## src/rtl/uart_tx_arbiter.sv

```systemverilog
// uart_tx_arbiter
//   Shares one UART transmitter between two 32-bit word requesters (0 = CPU/APB, 1 = GPIO).
//   Requesters are granted round-robin. Each granted word is sent as NUM_BYTES bytes, LSB first,
//   using the txStart/txDone handshake. The owner then gets a one-cycle ack.
//
// Optional feature: define UART_ARB_TIMEOUT_EN to abort a byte that sees no txDone within
// TIMEOUT_CYCLES WAIT_DONE cycles. An aborted word acks with err=1 and drops its remaining bytes.
//
// Ports
//   clk, rst          clock (rising edge), asynchronous active-high reset
//   req0/req1         level requests
//   data0/data1       words, sampled only at grant
//   ack0/ack1         1-cycle done/abort pulse to the owner
//   busy              UART busy, blocks new grants in IDLE only
//   txDone            UART finished the current byte (pulse)
//   txStart, txData   start pulse and byte; txData held until txDone
//   tx_en, owner      high and owner index while a word is owned
//   err               pulses with ack when the word was aborted on timeout
module uart_tx_arbiter #(
  parameter int unsigned NUM_BYTES      = 4,
  parameter int unsigned TIMEOUT_CYCLES = 65535
) (
  input  logic        clk,
  input  logic        rst,
  input  logic        req0,
  input  logic [31:0] data0,
  output logic        ack0,
  input  logic        req1,
  input  logic [31:0] data1,
  output logic        ack1,
  input  logic        busy,
  input  logic        txDone,
  output logic        txStart,
  output logic [7:0]  txData,
  output logic        tx_en,
  output logic        owner,
  output logic        err
);

  localparam logic [1:0] LastByte = 2'(NUM_BYTES - 1);

  if (NUM_BYTES < 1 || NUM_BYTES > 4 || TIMEOUT_CYCLES < 1 || TIMEOUT_CYCLES > 65536)
  begin : g_param_check
    $error("uart_tx_arbiter: NUM_BYTES or TIMEOUT_CYCLES out of range");
  end

  typedef enum logic [1:0] {StIdle, StStart, StWaitDone, StAck} state_e;

  state_e      state_q, state_d;
  logic [31:0] shift_q, shift_d;
  logic [1:0]  byte_cnt_q, byte_cnt_d;
  logic        owner_q, owner_d;
  logic        tx_en_q, tx_en_d;
  logic [7:0]  tx_data_q, tx_data_d;
  logic        tx_start_q, tx_start_d;
  logic        ack0_q, ack0_d;
  logic        ack1_q, ack1_d;
  logic        err_q, err_d;
  logic        rr_ptr_q, rr_ptr_d;
  logic        win;
  logic [31:0] win_data;

`ifdef UART_ARB_TIMEOUT_EN
  localparam logic [15:0] WaitLimit = 16'(TIMEOUT_CYCLES - 1);
  logic [15:0] wait_cnt_q, wait_cnt_d;
`endif

  always_comb begin
    state_d    = state_q;
    shift_d    = shift_q;
    byte_cnt_d = byte_cnt_q;
    owner_d    = owner_q;
    tx_en_d    = tx_en_q;
    tx_data_d  = tx_data_q;
    rr_ptr_d   = rr_ptr_q;
    // Pulse outputs fall back to 0 unless set below.
    tx_start_d = 1'b0;
    ack0_d     = 1'b0;
    ack1_d     = 1'b0;
    err_d      = 1'b0;
    // The round-robin pointer only matters when both requesters ask at once.
    win        = (req0 && req1) ? rr_ptr_q : req1;
    win_data   = win ? data1 : data0;
`ifdef UART_ARB_TIMEOUT_EN
    wait_cnt_d = wait_cnt_q;
`endif

    unique case (state_q)
      StIdle: begin
        tx_en_d = 1'b0;
        if ((req0 || req1) && !busy) begin
          shift_d    = win_data;
          byte_cnt_d = 2'd0;
          owner_d    = win;
          tx_en_d    = 1'b1;
          tx_data_d  = win_data[7:0];
          tx_start_d = 1'b1;
          state_d    = StStart;
        end
      end
      StStart: begin
        state_d = StWaitDone;
`ifdef UART_ARB_TIMEOUT_EN
        wait_cnt_d = 16'd0;
`endif
      end
      StWaitDone: begin
        if (txDone) begin
          if (byte_cnt_q == LastByte) begin
            ack0_d  = ~owner_q;
            ack1_d  = owner_q;
            state_d = StAck;
          end else begin
            shift_d    = shift_q >> 8;
            byte_cnt_d = byte_cnt_q + 2'd1;
            tx_data_d  = shift_q[15:8];
            tx_start_d = 1'b1;
            state_d    = StStart;
          end
        end
`ifdef UART_ARB_TIMEOUT_EN
        else if (wait_cnt_q == WaitLimit) begin
          ack0_d  = ~owner_q;
          ack1_d  = owner_q;
          err_d   = 1'b1;
          state_d = StAck;
        end else begin
          wait_cnt_d = wait_cnt_q + 16'd1;
        end
`endif
      end
      StAck: begin
        rr_ptr_d = ~owner_q;
        tx_en_d  = 1'b0;
        state_d  = StIdle;
      end
      default: state_d = StIdle;
    endcase
  end

  always_ff @(posedge clk or posedge rst) begin
    if (rst) begin
      state_q    <= StIdle;
      shift_q    <= 32'd0;
      byte_cnt_q <= 2'd0;
      owner_q    <= 1'b0;
      tx_en_q    <= 1'b0;
      tx_data_q  <= 8'd0;
      tx_start_q <= 1'b0;
      ack0_q     <= 1'b0;
      ack1_q     <= 1'b0;
      err_q      <= 1'b0;
      rr_ptr_q   <= 1'b0;
    end else begin
      state_q    <= state_d;
      shift_q    <= shift_d;
      byte_cnt_q <= byte_cnt_d;
      owner_q    <= owner_d;
      tx_en_q    <= tx_en_d;
      tx_data_q  <= tx_data_d;
      tx_start_q <= tx_start_d;
      ack0_q     <= ack0_d;
      ack1_q     <= ack1_d;
      err_q      <= err_d;
      rr_ptr_q   <= rr_ptr_d;
    end
  end

`ifdef UART_ARB_TIMEOUT_EN
  always_ff @(posedge clk or posedge rst) begin
    if (rst) begin
      wait_cnt_q <= 16'd0;
    end else begin
      wait_cnt_q <= wait_cnt_d;
    end
  end
`endif

  assign txStart = tx_start_q;
  assign txData  = tx_data_q;
  assign tx_en   = tx_en_q;
  assign owner   = owner_q;
  assign ack0    = ack0_q;
  assign ack1    = ack1_q;
  assign err     = err_q;

endmodule
```

## config.mk

```make
export PLATFORM = sky130hd
export DESIGN_NAME = uart_tx_arbiter
export DESIGN_NICKNAME = d
export VERILOG_FILES = /design/src/rtl/uart_tx_arbiter.sv
export SDC_FILE = /design/constraint.sdc
export NUM_CORES = 1
export LEC_CHECK = 0
export CORE_UTILIZATION = 45
export DETAILED_ROUTE_END_ITERATION = 16
export GPL_TIMING_DRIVEN = 0
export HOLD_SLACK_MARGIN = 0.03
export PLACE_DENSITY = 0.85
export SLEW_MARGIN = 20
export SYNTH_ARGS = -nofsm -noshare
export SYNTH_HDL_FRONTEND = slang
export SYNTH_SLANG_ARGS = --single-unit
```

## constraint.sdc

```tcl
create_clock -name clk -period 2.6 [get_ports clk]
set_clock_uncertainty 0.15 [all_clocks]
set_input_delay 0.39 -clock clk [delete_from_list [all_inputs] [get_ports clk]]
set_output_delay 0.39 -clock clk [all_outputs]
set_load 0.01 [all_outputs]
```

* Yosys cells after proc, flatten, opt, wreduce, memory -nomap -nowiden
Index checks and enable logic that the tools add are counted.
** Word-level totals
- Register bits after elaboration :: 50
- Input port bits :: 70
- Output and inout port bits :: 14
- Word-level logic and storage cells :: 58
** Cells by class
- Add/sub/neg operators :: 1
- Equal/unequal tests :: 7
- Muxes and demuxes :: 29
- Bitwise gates (word level) :: 1
- Reduce and logical (&&, ||, !) cells :: 10
** Operators with widths (count)
- 32-bit 2-to-1 mux :: 4
- 32-bit one-hot mux with 2 select lines :: 1
- 8-bit 2-to-1 mux :: 3
- 8-bit one-hot mux with 2 select lines :: 1
- 2-bit 2-to-1 mux :: 6
- 1-bit 2-to-1 mux :: 10
- 2-bit one-hot mux with 4 select lines :: 1
- 2-bit equality test (second input constant) :: 3
- 2-bit inequality test (second input constant) :: 3
- 1-bit one-hot mux with 2 select lines :: 2
- 2-bit one-hot mux with 2 select lines :: 1
- 2-bit AND reduction :: 2
- 4-bit AND reduction :: 1
- 2-bit nonzero test :: 2
- 2-bit by 1-bit adder with 2-bit output (second input constant) :: 1
- 2-bit by 1-bit equality test with 1-bit output (second input constant) :: 1
- 1-bit logical AND :: 2
- 2-bit zero test :: 1
- 1-bit zero test :: 1
- 1-bit logical OR :: 1
- 1-bit inverter :: 1

* Logic depth before layout (Yosys ltp)
Gate-level depths: netlist of the first run.
- Depth in word-level cells :: 5
- Depth in mapped cells :: 7
- Depth with buffers taken out :: 6

* Worst setup path after synthesis of the first run
Ideal clock, no wire load.
- Kind :: flip-flop to flip-flop
- Start :: register state_q[0]
- End :: register shift_q[11]
- Setup time :: 0.135 ns
- Arrival time :: 1.657 ns
- Data required time :: 2.315 ns
- Slack :: 0.659 ns
- Stages on the path, launching flop included :: 8
- Path buffers :: 1
- Path through :: dfrtp_1 > inv_1 > ha_1 > nand2b_1 > a221o_2 > buf_6 > o22ai_2 > a221oi_2
** On the way
- Longest elaborated chain between the ends :: 3
- Elaborated cells between the ends (all ways) :: 8
- Classes of those cells :: eq/ne: 4; mux: 1; reduce/logical: 3
** Ends and longest elaborated chain
- from (decl) :: line 49 : state_e state_q, state_d;
- from (signal assigned) :: line 143 : state_q <= StIdle;
- from (signal assigned) :: line 155 : state_q <= state_d;
- 2-bit equality test / 2-bit zero test (equally long branches) :: line 88 : unique case (state_q)
- 2-bit inequality test (no line) / 2-bit nonzero test (equally long branches)
- 4-bit AND reduction (no line)
- to (signal assigned) :: line 156 : shift_q <= shift_d;
- to (decl) :: line 50 : logic [31:0] shift_q, shift_d;
Several ways; a longest one is shown, not always the timed one.
A chain may end at the register's enable or synchronous reset.

* Worst setup path after layout of the first run
- Start :: register state_q[0]
- End :: register shift_q[15]
The elaborated chain is that of the path after synthesis.

==> results by group, run 1 <==
STA
  • Rel. slew slack: 55.8%
  • Hold WS: 0.216 ns
  • Fraction of the cycle the final worst path needs: 83.4%
  • Post-layout min period: 2.17 ns
  • Fmax: 461 MHz
  • Total negative slack: 0 ns
  • Worst-Margin Slew: 0.663 ns
  • Final setup fails: 0
  • Unrepaired setup endpoints after global routing: no
  • Max-slew violations: 0
  • Hold Vio Cnt, Final: 0

Flow run
  • Max-cap violations: 0

Final layout
  • Finished Layout Cells: 398
  • Design area: 0.00370 mm²
  • Commonest cells after routing, fill and taps aside: clkdlybuf4s50_1, dfrtp_1, mux2i_1
  • Area Growth Syn to Fin: 38.8%
  • Share of layout cells above drive strength 1: 23.3%
  • Layout Nets: 402
  • Number of diodes: 0
  • Most common cell after layout, fill and taps aside: clkdlybuf4s50_1

Placed design
  • IO buf count: 81
  • DP HPWL: 4980 µm
  • Routability cong.: 0.835
  • DP Area: 0.00358 mm²
  • Post-Place Cells: 391

Clocking
  • Max H-tree Level: 2
  • Clock Sinks: 42
  • Clk Latency, worst-skew pair: 0.29 ns
  • CTS tree: yes
  • TritonCTS Buffers: 5
  • Clock root buffer: clkbuf_8
  • Clk slew on worst S/H paths: 0.08 ns
  • Post-CTS setup buffers: 0
  • Max Root-Sink Buffers: 2
  • Hold buffer count at CTS: 0
  • Post-CTS sizing: 0

Logic synthesis
  • Mapped cell area: 0.00266 mm²
  • Mapped Avg Cell Area: 11.2 µm²
  • Mapped Nets: 313
  • Netlist cell types: 37
  • #FFs+latches synth: 42
  • Sequential fraction of the synthesis area: 39.5%
  • Cells after synthesis: 237
  • Ys Warns: 0

Run status
  • Status: finished clean

Power
  • Comb power frac: 55.3%
  • Psw: 1400 µW
  • Power Dens Cells: 1000 mW/mm²
  • Switching share of power: 37.8%
  • Peak supply drop: 0.699 mV
  • Clock power frac: 14.3%
  • Pleak: 0.00152 µW
  • Tot Pwr: 3690 µW
  • Reg power frac: 30.4%
  • Power Internal: 2300 µW

Setup path
  • Setup crit start kind: flip-flop
  • Worst reg2reg path depth: 7
  • Crit path kind: reg2reg
  • WP data required: 2.62 ns
  • Critical path peak fanout: 10
  • Nature of the critical path endpoint: flip-flop
  • Reg-to-reg startpoint: state_q[0]
  • CP Cell Sequence: inv_1 > ha_1 > nand2b_1 > a221o_2 > buf_6 > o22ai_2 > a221oi_2
  • Setup slack, reg-to-reg: 0.43 ns
  • Max incr delay on CP: 0.46 ns
  • Worst setup path end: shift_q[15]
  • CP Launch Point: state_q[0]
  • Critical R2R Capture: shift_q[15]
  • Slowest CP cell: a221o_2
  • Worst EP arrival: 2.19 ns

Die
  • Die Height: 78.9 µm
  • Ports: 84
  • Starting Density: 47.5%
  • Row Count: 27
  • Core area: 0.00561 mm²
  • Die area: 0.00623 mm²
  • Die Span X: 78.9 µm

Detailed routing
  • Via Count: 2275
  • Starting DRC count in detailed routing: 109
  • Via density per instance: 5.72
  • Final wirelength: 6570 µm
  • DRT Pass-1 Iters: 4
  • Drt wl/cell: 16.5 µm
  • Post-route ant nets: 0
  • DRC viols: 0

Global route
  • First-pass GRT wire length: 10500 µm
  • Pin count of the biggest net entering global routing: 30
  • Vias in the first global route: 2173
  • Initial antenna violation count: 0
  • Overall Global Routing Usage: 22.0%
  • Total gr overflow: 0

Hold path
  • Worst hold-check path type: in2async
==> metrics by stage <==
stage	setup slack [ns]	utilization, %
finish	0.431	65.9
global route	0.324	65.9
CTS	0.427	65.9
detailed placement	0.255	63.9
global placement	0.227	63.5
floorplan	0.659	-
==> worst min-delay path by stage <==
stage / from / to / cells past startpoint
after detailed placement: tx_en / tx_en / 2
after global routing: rst / ack0 / 2
after CTS: rst / ack0 / 2
after floorplan: shift_q[27] / shift_q[27] / 1
final: rst / ack0 / 2
after global placement: tx_en / tx_en / 2
==> synthesized netlist by cell type, drive strengths merged <==
master / number / area [µm²]
conb: 1 / 3.75
buf: 22 / 148
a2bb2oi: 10 / 150
nand2: 6 / 27.5
a22oi: 1 / 21.3
dfrtp: 42 / 1050
nor2: 17 / 63.8
o31ai: 1 / 7.51
a221oi: 14 / 185
or2: 1 / 6.26
a21boi: 10 / 75.1
and2: 2 / 12.5
a221o: 1 / 11.3
nor3: 2 / 10.0
clkbuf: 6 / 22.5
a31oi: 2 / 12.5
a31o: 10 / 87.6
nand3b: 8 / 60.1
and4: 1 / 8.76
mux2i: 23 / 230
o21bai: 1 / 18.8
inv: 6 / 22.5
mux2: 1 / 11.3
o2bb2ai: 8 / 70.1
a22o: 1 / 8.76
ha: 6 / 75.1
nor3b: 1 / 7.51
a21oi: 1 / 5.00
o21ai: 11 / 55.1
o22ai: 17 / 169
nand2b: 4 / 25.0
==> kinds of logic after synthesis <==
logic type      Yosys count  synth area share (%)
fa+ha+maj                 6                  2.82
buf+inv                  34                  7.24
compound gates           88                  32.9
mux                      24                  9.07
flops                    42                  39.5
other cells               1                 0.141
simple gates             42                  8.32
==> final cells by class <==
class | count | area [µm²]
fill | 450 | 1910
multi-input combinational | 161 | 1420
sequential | 42 | 1050
timing repair buffer | 82 | 831
buffer | 28 | 170
tap | 72 | 90.1
clock buffer | 6 | 82.6
clock inverter | 1 | 30.0
inverter | 6 | 22.5
==> power by group through the flow <==
stage | logic (µW) | registers, µW | clock network (µW)
after floorplan | 1510 | 1090 | 0
after global routing | 2210 | 1150 | 556
after global placement | 1980 | 1110 | 0
after detailed placement | 2040 | 1130 | 0
final | 2040 | 1120 | 529
after CTS | 2050 | 1120 | 530
==> registers in the layout, summed over array words and instances, names as in the netlist <==
signal,flops
txStart,1
shift_q,32
tx_en,1
owner,1
state_q,2
ack0,1
ack1,1
byte_cnt_q,2
rr_ptr_q,1
==> per-layer routing <==
metal	share of wire (%)	global-route usage (%)
met1	45	28.8
met2	48	37.0
met3	6.3	4.25
met4	1.4	6.73
met5	0	0
==> worst max-delay path: cells and delay by family (launching register included) <==
kind,cells,cell delay [ns]
AOI/OAI and AO/OA,3,0.69
and+or+nand+nor,1,0.18
adders and majority gates,1,0.31
buffers and inverters,2,0.29
DFF,1,0.42
Power figures use the tool's default switching activity.
==> run 2, diff against run 1 <==
==> constraint.sdc (replaced) <==
create_clock -name clk -period 2.1 [get_ports clk]
set_clock_uncertainty 0.15 [all_clocks]
set_input_delay 0.315 -clock clk [delete_from_list [all_inputs] [get_ports clk]]
set_output_delay 0.315 -clock clk [all_outputs]
set_load 0.01 [all_outputs]
==> results by group, run 2 (synthesis gave the netlist of run 1 again) <==
Detailed routing
  • DRT Pass-1 Iters: 4 (unchanged)
  • Starting DRC count in detailed routing: 119 (was 109)
  • Via density per instance: 5.70 (was 5.72)
  • Final wirelength: 6600 µm (was 6570 µm)
  • Drt wl/cell: 16.6 µm (was 16.5 µm)
  • Post-route ant nets: 0 (unchanged)
  • DRC viols: 0 (unchanged)
  • Via Count: 2267 (was 2275)

Placed design
  • IO buf count: 81 (unchanged)
  • DP Area: 0.00358 mm² (unchanged)
  • DP HPWL: 4980 µm (unchanged)
  • Routability cong.: 0.835 (unchanged)

STA
  • Fmax: 495 MHz (was 461 MHz)
  • Post-layout min period: 2.02 ns (was 2.17 ns)
  • Hold Vio Cnt, Final: 0 (unchanged)
  • Unrepaired setup endpoints after global routing: no (unchanged)
  • Rel. slew slack: 56.5% (was 55.8%)
  • Final setup fails: 0 (unchanged)
  • Max-slew violations: 0 (unchanged)
  • Fraction of the cycle the final worst path needs: 96.2% (was 83.4%)
  • Worst-Margin Slew: 0.652 ns (was 0.663 ns)

Final layout
  • Layout Nets: 402 (unchanged)
  • Area Growth Syn to Fin: 39.8% (was 38.8%)
  • Largest Register: shift_q (unchanged)
  • Commonest cells after routing, fill and taps aside: clkdlybuf4s50_1, dfrtp_1, mux2i_1 (unchanged)
  • Design area: 0.00372 mm² (was 0.00370 mm²)
  • Top flop regs: shift_q x32, byte_cnt_q x2, state_q x2 (unchanged)
  • Util after Layout: 66.4% (was 65.9%)
  • Most common cell after layout, fill and taps aside: clkdlybuf4s50_1 (unchanged)
  • Max reg flops: 32 (unchanged)
  • Share of layout cells above drive strength 1: 24.5% (was 23.3%)
  • Number of diodes: 0 (unchanged)
  • FILL cells: 445 (was 450)

Clocking
  • Clock Sinks: 42 (unchanged)
  • CTS tree: yes (unchanged)
  • Clock root buffer: clkbuf_8 (unchanged)
  • Clk slew on worst S/H paths: 0.08 ns (about the same)
  • Clk Latency, worst-skew pair: 0.29 ns (about the same)
  • TritonCTS Buffers: 5 (unchanged)
  • Hold buffer count at CTS: 0 (unchanged)
  • Max Root-Sink Buffers: 2 (unchanged)
  • Max H-tree Level: 2 (unchanged)

Setup path
  • Max incr delay on CP: 0.45 ns (was 0.46 ns)
  • Setup crit start kind: flip-flop (unchanged)
  • Crit path kind: reg2reg (unchanged)
  • Crit path max-delay family: compound AO/OA/AOI/OAI gates (unchanged)
  • WP data required: 2.12 ns (was 2.62 ns)
  • Slowest CP cell: a221o_2 (unchanged)
  • CP Cell Sequence: ha_1 > nand2b_1 > a221o_2 > buf_6 > o22ai_2 > a221oi_2 (was inv_1 > ha_1 > nand2b_1 > a221o_2 > buf_6 > o22ai_2 > a221oi_2)
  • Nature of the critical path endpoint: flip-flop (unchanged)
  • CP bufs+invs: 1 (was 2)
  • Critical path peak fanout: 10 (unchanged)
  • Worst EP arrival: 2.04 ns (was 2.19 ns)

Global route
  • Overall Global Routing Usage: 22.0% (unchanged)
  • Pin count of the biggest net entering global routing: 30 (unchanged)
  • Busiest grt layer: met2 (unchanged)
  • Total gr overflow: 0 (unchanged)
  • M2 GR Usage: 37.0% (unchanged)
  • Vias in the first global route: 2173 (unchanged)
  • GR Layer Usage met3: 4.25% (unchanged)
  • Met1 Resource Use GR: 28.8% (unchanged)
  • First-pass GRT wire length: 10500 µm (unchanged)
  • Initial antenna violation count: 0 (unchanged)

Die
  • Row Count: 27 (unchanged)
  • Ports: 84 (unchanged)
  • Die Span X: 78.9 µm (unchanged)
  • Starting Density: 47.5% (unchanged)
  • Die area: 0.00623 mm² (unchanged)
  • Die Height: 78.9 µm (unchanged)
  • Core area: 0.00561 mm² (unchanged)

Run status
  • Status: finished clean (unchanged)

Hold path
  • Worst hold-check path type: in2async (unchanged)

Power
  • Power Dens Cells: 1250 mW/mm² (was 1000 mW/mm²)
  • Pleak: 0.00153 µW (was 0.00152 µW)
  • Peak supply drop: 0.826 mV (was 0.699 mV)
  • Tot Pwr: 4650 µW (was 3690 µW)

Flow run
  • Max-cap violations: 0 (unchanged)
run 2: cell count changes in the layout (fill, tap and decap cells not counted):
cell | before | now
inv_1 | 5 | 4
nand2b_1 | 4 | 3
inv_2 | 1 | 2
clkbuf_4 | 0 | 2
buf_2 | 7 | 5
ha_4 | 0 | 1
clkbuf_2 | 0 | 1
buf_1 | 2 | 1
nand2b_4 | 0 | 1
ha_1 | 6 | 5
run 2: cell type report:
type                       instances  area [µm²]  area share, %
clock inverter                     1        30.0          0.807
tap                               72        90.1           2.42
multi-input combinational        161        1440           38.7
inverter                           6        22.5          0.605
sequential                        42        1050           28.2
clock buffer                       6        82.6           2.22
timing repair buffer              82         831           22.3
buffer                            28         176           4.74
run 2: report_power, final:
part / leakage (µW) / internal [µW] / switching [µW]
Clock: 0.0000573 / 381 / 273
Sequential: 0.000486 / 1130 / 262
Combinational: 0.000985 / 1390 / 1220
Total: 0.00153 / 2900 / 1750
run 2: path summary, 6_finish.rpt:
| path | from | endpoint | slack [ns] | depth (start not counted) |
|---|---|---|---|---|
| worst max register to register | byte_cnt_q[0] | shift_q[15] | 0.08 | 6 |
| worst max-delay path | byte_cnt_q[0] | shift_q[15] | 0.08 | 6 |
| max in group asynchronous | rst | shift_q[18] | 1.20 | 3 |
| worst min-delay path | rst | ack0 | 0.14 | 2 |
| min in group clk | txDone | shift_q[23] | 0.30 | 3 |
| worst min register to register | tx_en | tx_en | 0.34 | 2 |
run 2: timing repair:
item / in CTS / in global routing
setup endpoints to repair: 10 / 17
resized for setup: 1 / 7
pin swaps: 1 / 0
setup buffers: 0 / 0
run 2: worst reg2reg max path, cell delays in order (launching register included):
cell,delay [ns]
dfrtp_1,0.42
ha_1,0.26
nand2b_1,0.21
a221o_2,0.45
buf_6,0.18
o22ai_2,0.15
a221oi_2,0.08
run 2: per-layer routing:
layer  wire [µm]  share of wire, %  up-vias
met1        2890                44     1087
met4          89               1.3        0
met3         414               6.3        6
met2        3210                49       94
li1            -                 -     1080
met5           0                 0        -
run 2: stage by stage:
| step | TNS (ns) | hold slack, ns | setup slack, ns | cells |
|---|---|---|---|---|
| floorplan | 0 | 0.307 | 0.159 | 237 |
| global placement | -10.10 | 0.309 | -0.198 | 390 |
| detailed placement | -2.35 | 0.323 | -0.170 | 391 |
| CTS | 0 | 0.151 | 0.0270 | 398 |
| global route | 0 | 0.172 | 0.000244 | 398 |
| finish | 0 | 0.139 | 0.0796 | 398 |
==> run 3, diff against run 2 <==
--- a/config.mk
+++ b/config.mk
@@ -7,7 +7,7 @@
 export LEC_CHECK = 0
 export CORE_UTILIZATION = 45
 export DETAILED_ROUTE_END_ITERATION = 16
-export GPL_TIMING_DRIVEN = 0
+export GPL_TIMING_DRIVEN = 1
 export HOLD_SLACK_MARGIN = 0.03
 export PLACE_DENSITY = 0.85
 export SLEW_MARGIN = 20
==> results by group, run 3 (synthesis gave the netlist of run 1 again) <==
Run status
  • Status: finished clean (unchanged)

Clocking
  • Max Root-Sink Buffers: 2 (unchanged)
  • CTS tree: yes (unchanged)
  • Clk Latency, worst-skew pair: 0.29 ns (about the same)
  • Clock Sinks: 42 (unchanged)
  • Hold buffer count at CTS: 0 (unchanged)
  • Clk slew on worst S/H paths: 0.08 ns (about the same)
  • Max H-tree Level: 2 (unchanged)
  • Clock root buffer: clkbuf_8 (unchanged)
  • TritonCTS Buffers: 5 (unchanged)
  • Post-CTS setup buffers: 0 (unchanged)

STA
  • Fmax: 492 MHz (was 495 MHz)
  • Worst-Margin Slew: 0.541 ns (was 0.652 ns)
  • Max-slew violations: 0 (unchanged)
  • Post-layout min period: 2.03 ns (was 2.02 ns)
  • Rel. slew slack: 63.9% (was 56.5%)
  • Final setup fails: 0 (unchanged)
  • Fraction of the cycle the final worst path needs: 96.9% (was 96.2%)
  • Hold Vio Cnt, Final: 0 (unchanged)
  • Unrepaired setup endpoints after global routing: no (unchanged)

Detailed routing
  • Via Count: 2215 (was 2267)
  • DRT Pass-1 Iters: 5 (was 4)
  • Final wirelength: 6730 µm (was 6600 µm)
  • Post-route ant nets: 0 (unchanged)
  • Via density per instance: 5.72 (was 5.70)
  • Starting DRC count in detailed routing: 130 (was 119)
  • Drt wl/cell: 17.4 µm (was 16.6 µm)
  • DRC viols: 0 (unchanged)

Power
  • Peak supply drop: 0.574 mV (was 0.826 mV)
  • Power Dens Cells: 1240 mW/mm² (was 1250 mW/mm²)
  • Pleak: 0.00150 µW (was 0.00153 µW)

Hold path
  • Worst hold-check path type: in2async (unchanged)

Final layout
  • Max reg flops: 32 (unchanged)
  • Layout Nets: 391 (was 402)
  • FILL cells: 467 (was 445)
  • Design area: 0.00369 mm² (was 0.00372 mm²)
  • Area of the multi-input gates: 0.00147 mm² (was 0.00144 mm²)
  • Commonest cells after routing, fill and taps aside: clkdlybuf4s50_1, dfrtp_1, mux2i_1 (unchanged)
  • Top flop regs: shift_q x32, byte_cnt_q x2, state_q x2 (unchanged)
  • Share of layout cells above drive strength 1: 23.2% (was 24.5%)
  • Number of diodes: 0 (unchanged)
  • Area Growth Syn to Fin: 38.7% (was 39.8%)
  • Largest Register: shift_q (unchanged)
  • Most common cell after layout, fill and taps aside: clkdlybuf4s50_1 (unchanged)
  • Sequential cell area: 0.00105 mm² (unchanged)
  • Util after Layout: 65.8% (was 66.4%)

Setup path
  • WP data required: 2.10 ns (was 2.12 ns)
  • CP Launch Point: state_q[1] (was byte_cnt_q[0])
  • Worst reg2reg path depth: 6 (unchanged)
  • Worst setup path end: shift_q[19] (was shift_q[15])
  • Worst EP arrival: 2.04 ns (about the same)
  • Critical path peak fanout: 7 (was 10)
  • Crit path kind: reg2reg (unchanged)
  • Setup slack, reg-to-reg: 0.07 ns (was 0.08 ns)
  • Setup crit start kind: flip-flop (unchanged)
  • Nature of the critical path endpoint: flip-flop (unchanged)
  • Critical R2R Capture: shift_q[19] (was shift_q[15])
  • Reg-to-reg startpoint: state_q[1] (was byte_cnt_q[0])

Global route
  • Total gr overflow: 0 (unchanged)
  • Pin count of the biggest net entering global routing: 43 (was 30)
  • Initial antenna violation count: 0 (unchanged)
  • Overall Global Routing Usage: 21.8% (was 22.0%)
  • First-pass GRT wire length: 10500 µm (about the same)
  • Vias in the first global route: 2170 (was 2173)

Placed design
  • IO buf count: 82 (was 81)
  • DP HPWL: 4620 µm (was 4980 µm)
  • DP Area: 0.00356 mm² (was 0.00358 mm²)
  • Routability cong.: 0.817 (was 0.835)

Die
  • Die area: 0.00623 mm² (unchanged)
  • Row Count: 27 (unchanged)
  • Ports: 84 (unchanged)
  • Starting Density: 47.5% (unchanged)
  • Die Height: 78.9 µm (unchanged)
  • Core area: 0.00561 mm² (unchanged)
  • Die Span X: 78.9 µm (unchanged)

Flow run
  • Max-cap violations: 0 (unchanged)
-- run 3: cell count changes in the layout (fill, tap and decap cells not counted), sizes merged --
| cell | previous run | this run |
|---|---|---|
| clkinv | 0 | 1 |
| bufinv | 1 | 0 |
| buf | 20 | 16 |
| clkbuf | 15 | 7 |
| inv | 6 | 5 |
| a221o | 1 | 2 |
| clkdlybuf4s50 | 81 | 82 |
-- run 3: final cells by class --
class	instances	share of cell area (%)
Clock buffer	7	2.07
Timing Repair Buffer	98	26.7
Inverter	6	0.610
Sequential cell	42	28.5
Multi-Input combinational cell	162	39.7
Tap cell	72	2.44
-- run 3: timing repair --
action                                  4_1_cts  5_1_grt
endpoints found under the setup margin        3       16
gates cloned                                  0        1
resized for setup                             1        6
endpoints found under the hold margin         0        0
pin swaps                                     1        1
-- run 3: where the power goes --
part	internal, µW	switching [µW]	leakage, µW	total (µW)
combinational	1430	1270	0.000976	2710
clock	229	266	0.0000383	496
sequential	1130	253	0.000486	1380
-- run 3: through the flow --
step | TNS (ns) | setup WS, ns | hold WS (ns) | total power (µW) | instances
after floorplan | 0 | 0.159 | 0.307 | 3210 | 237
after global placement | -4.33 | -0.377 | 0.313 | 3870 | 379
after detailed placement | -0.147 | -0.0671 | 0.325 | 3980 | 379
after CTS | 0 | 0.0158 | 0.336 | 4490 | 386
after global routing | 0 | 0.00720 | 0.365 | 4850 | 387
final | 0 | 0.0658 | 0.304 | 4580 | 387
-- run 3: worst min path at each step --
stage               slack, ns   startpoint          end  cells after the start
finish                   0.30          rst        owner                      3
global route             0.37          rst        owner                      3
CTS                      0.34          rst        owner                      3
detailed placement       0.33  shift_q[29]  shift_q[29]                      1
global placement         0.31        tx_en        tx_en                      2
floorplan                0.31  shift_q[27]  shift_q[27]                      1
-- run 3: metal layers --
layer | up-vias | share of wire, % | routed length [µm] | GRT usage [%]
li1 | 1055 | - | - | -
met1 | 1064 | 44 | 2930 | 28.7
met2 | 92 | 49 | 3310 | 36.2
met3 | 4 | 6.5 | 438 | 4.02
met4 | 0 | 0.77 | 52 | 6.91
met5 | - | 0 | 0 | 0
-- run 3: critical path, cell delays in order, from the launching register on --
cell and delay [ns]:
dfrtp_1 0.42, ha_1 0.24, nand2b_4 0.17, buf_4 0.16
a221o_4 0.46, o22ai_1 0.20, a221oi_2 0.08
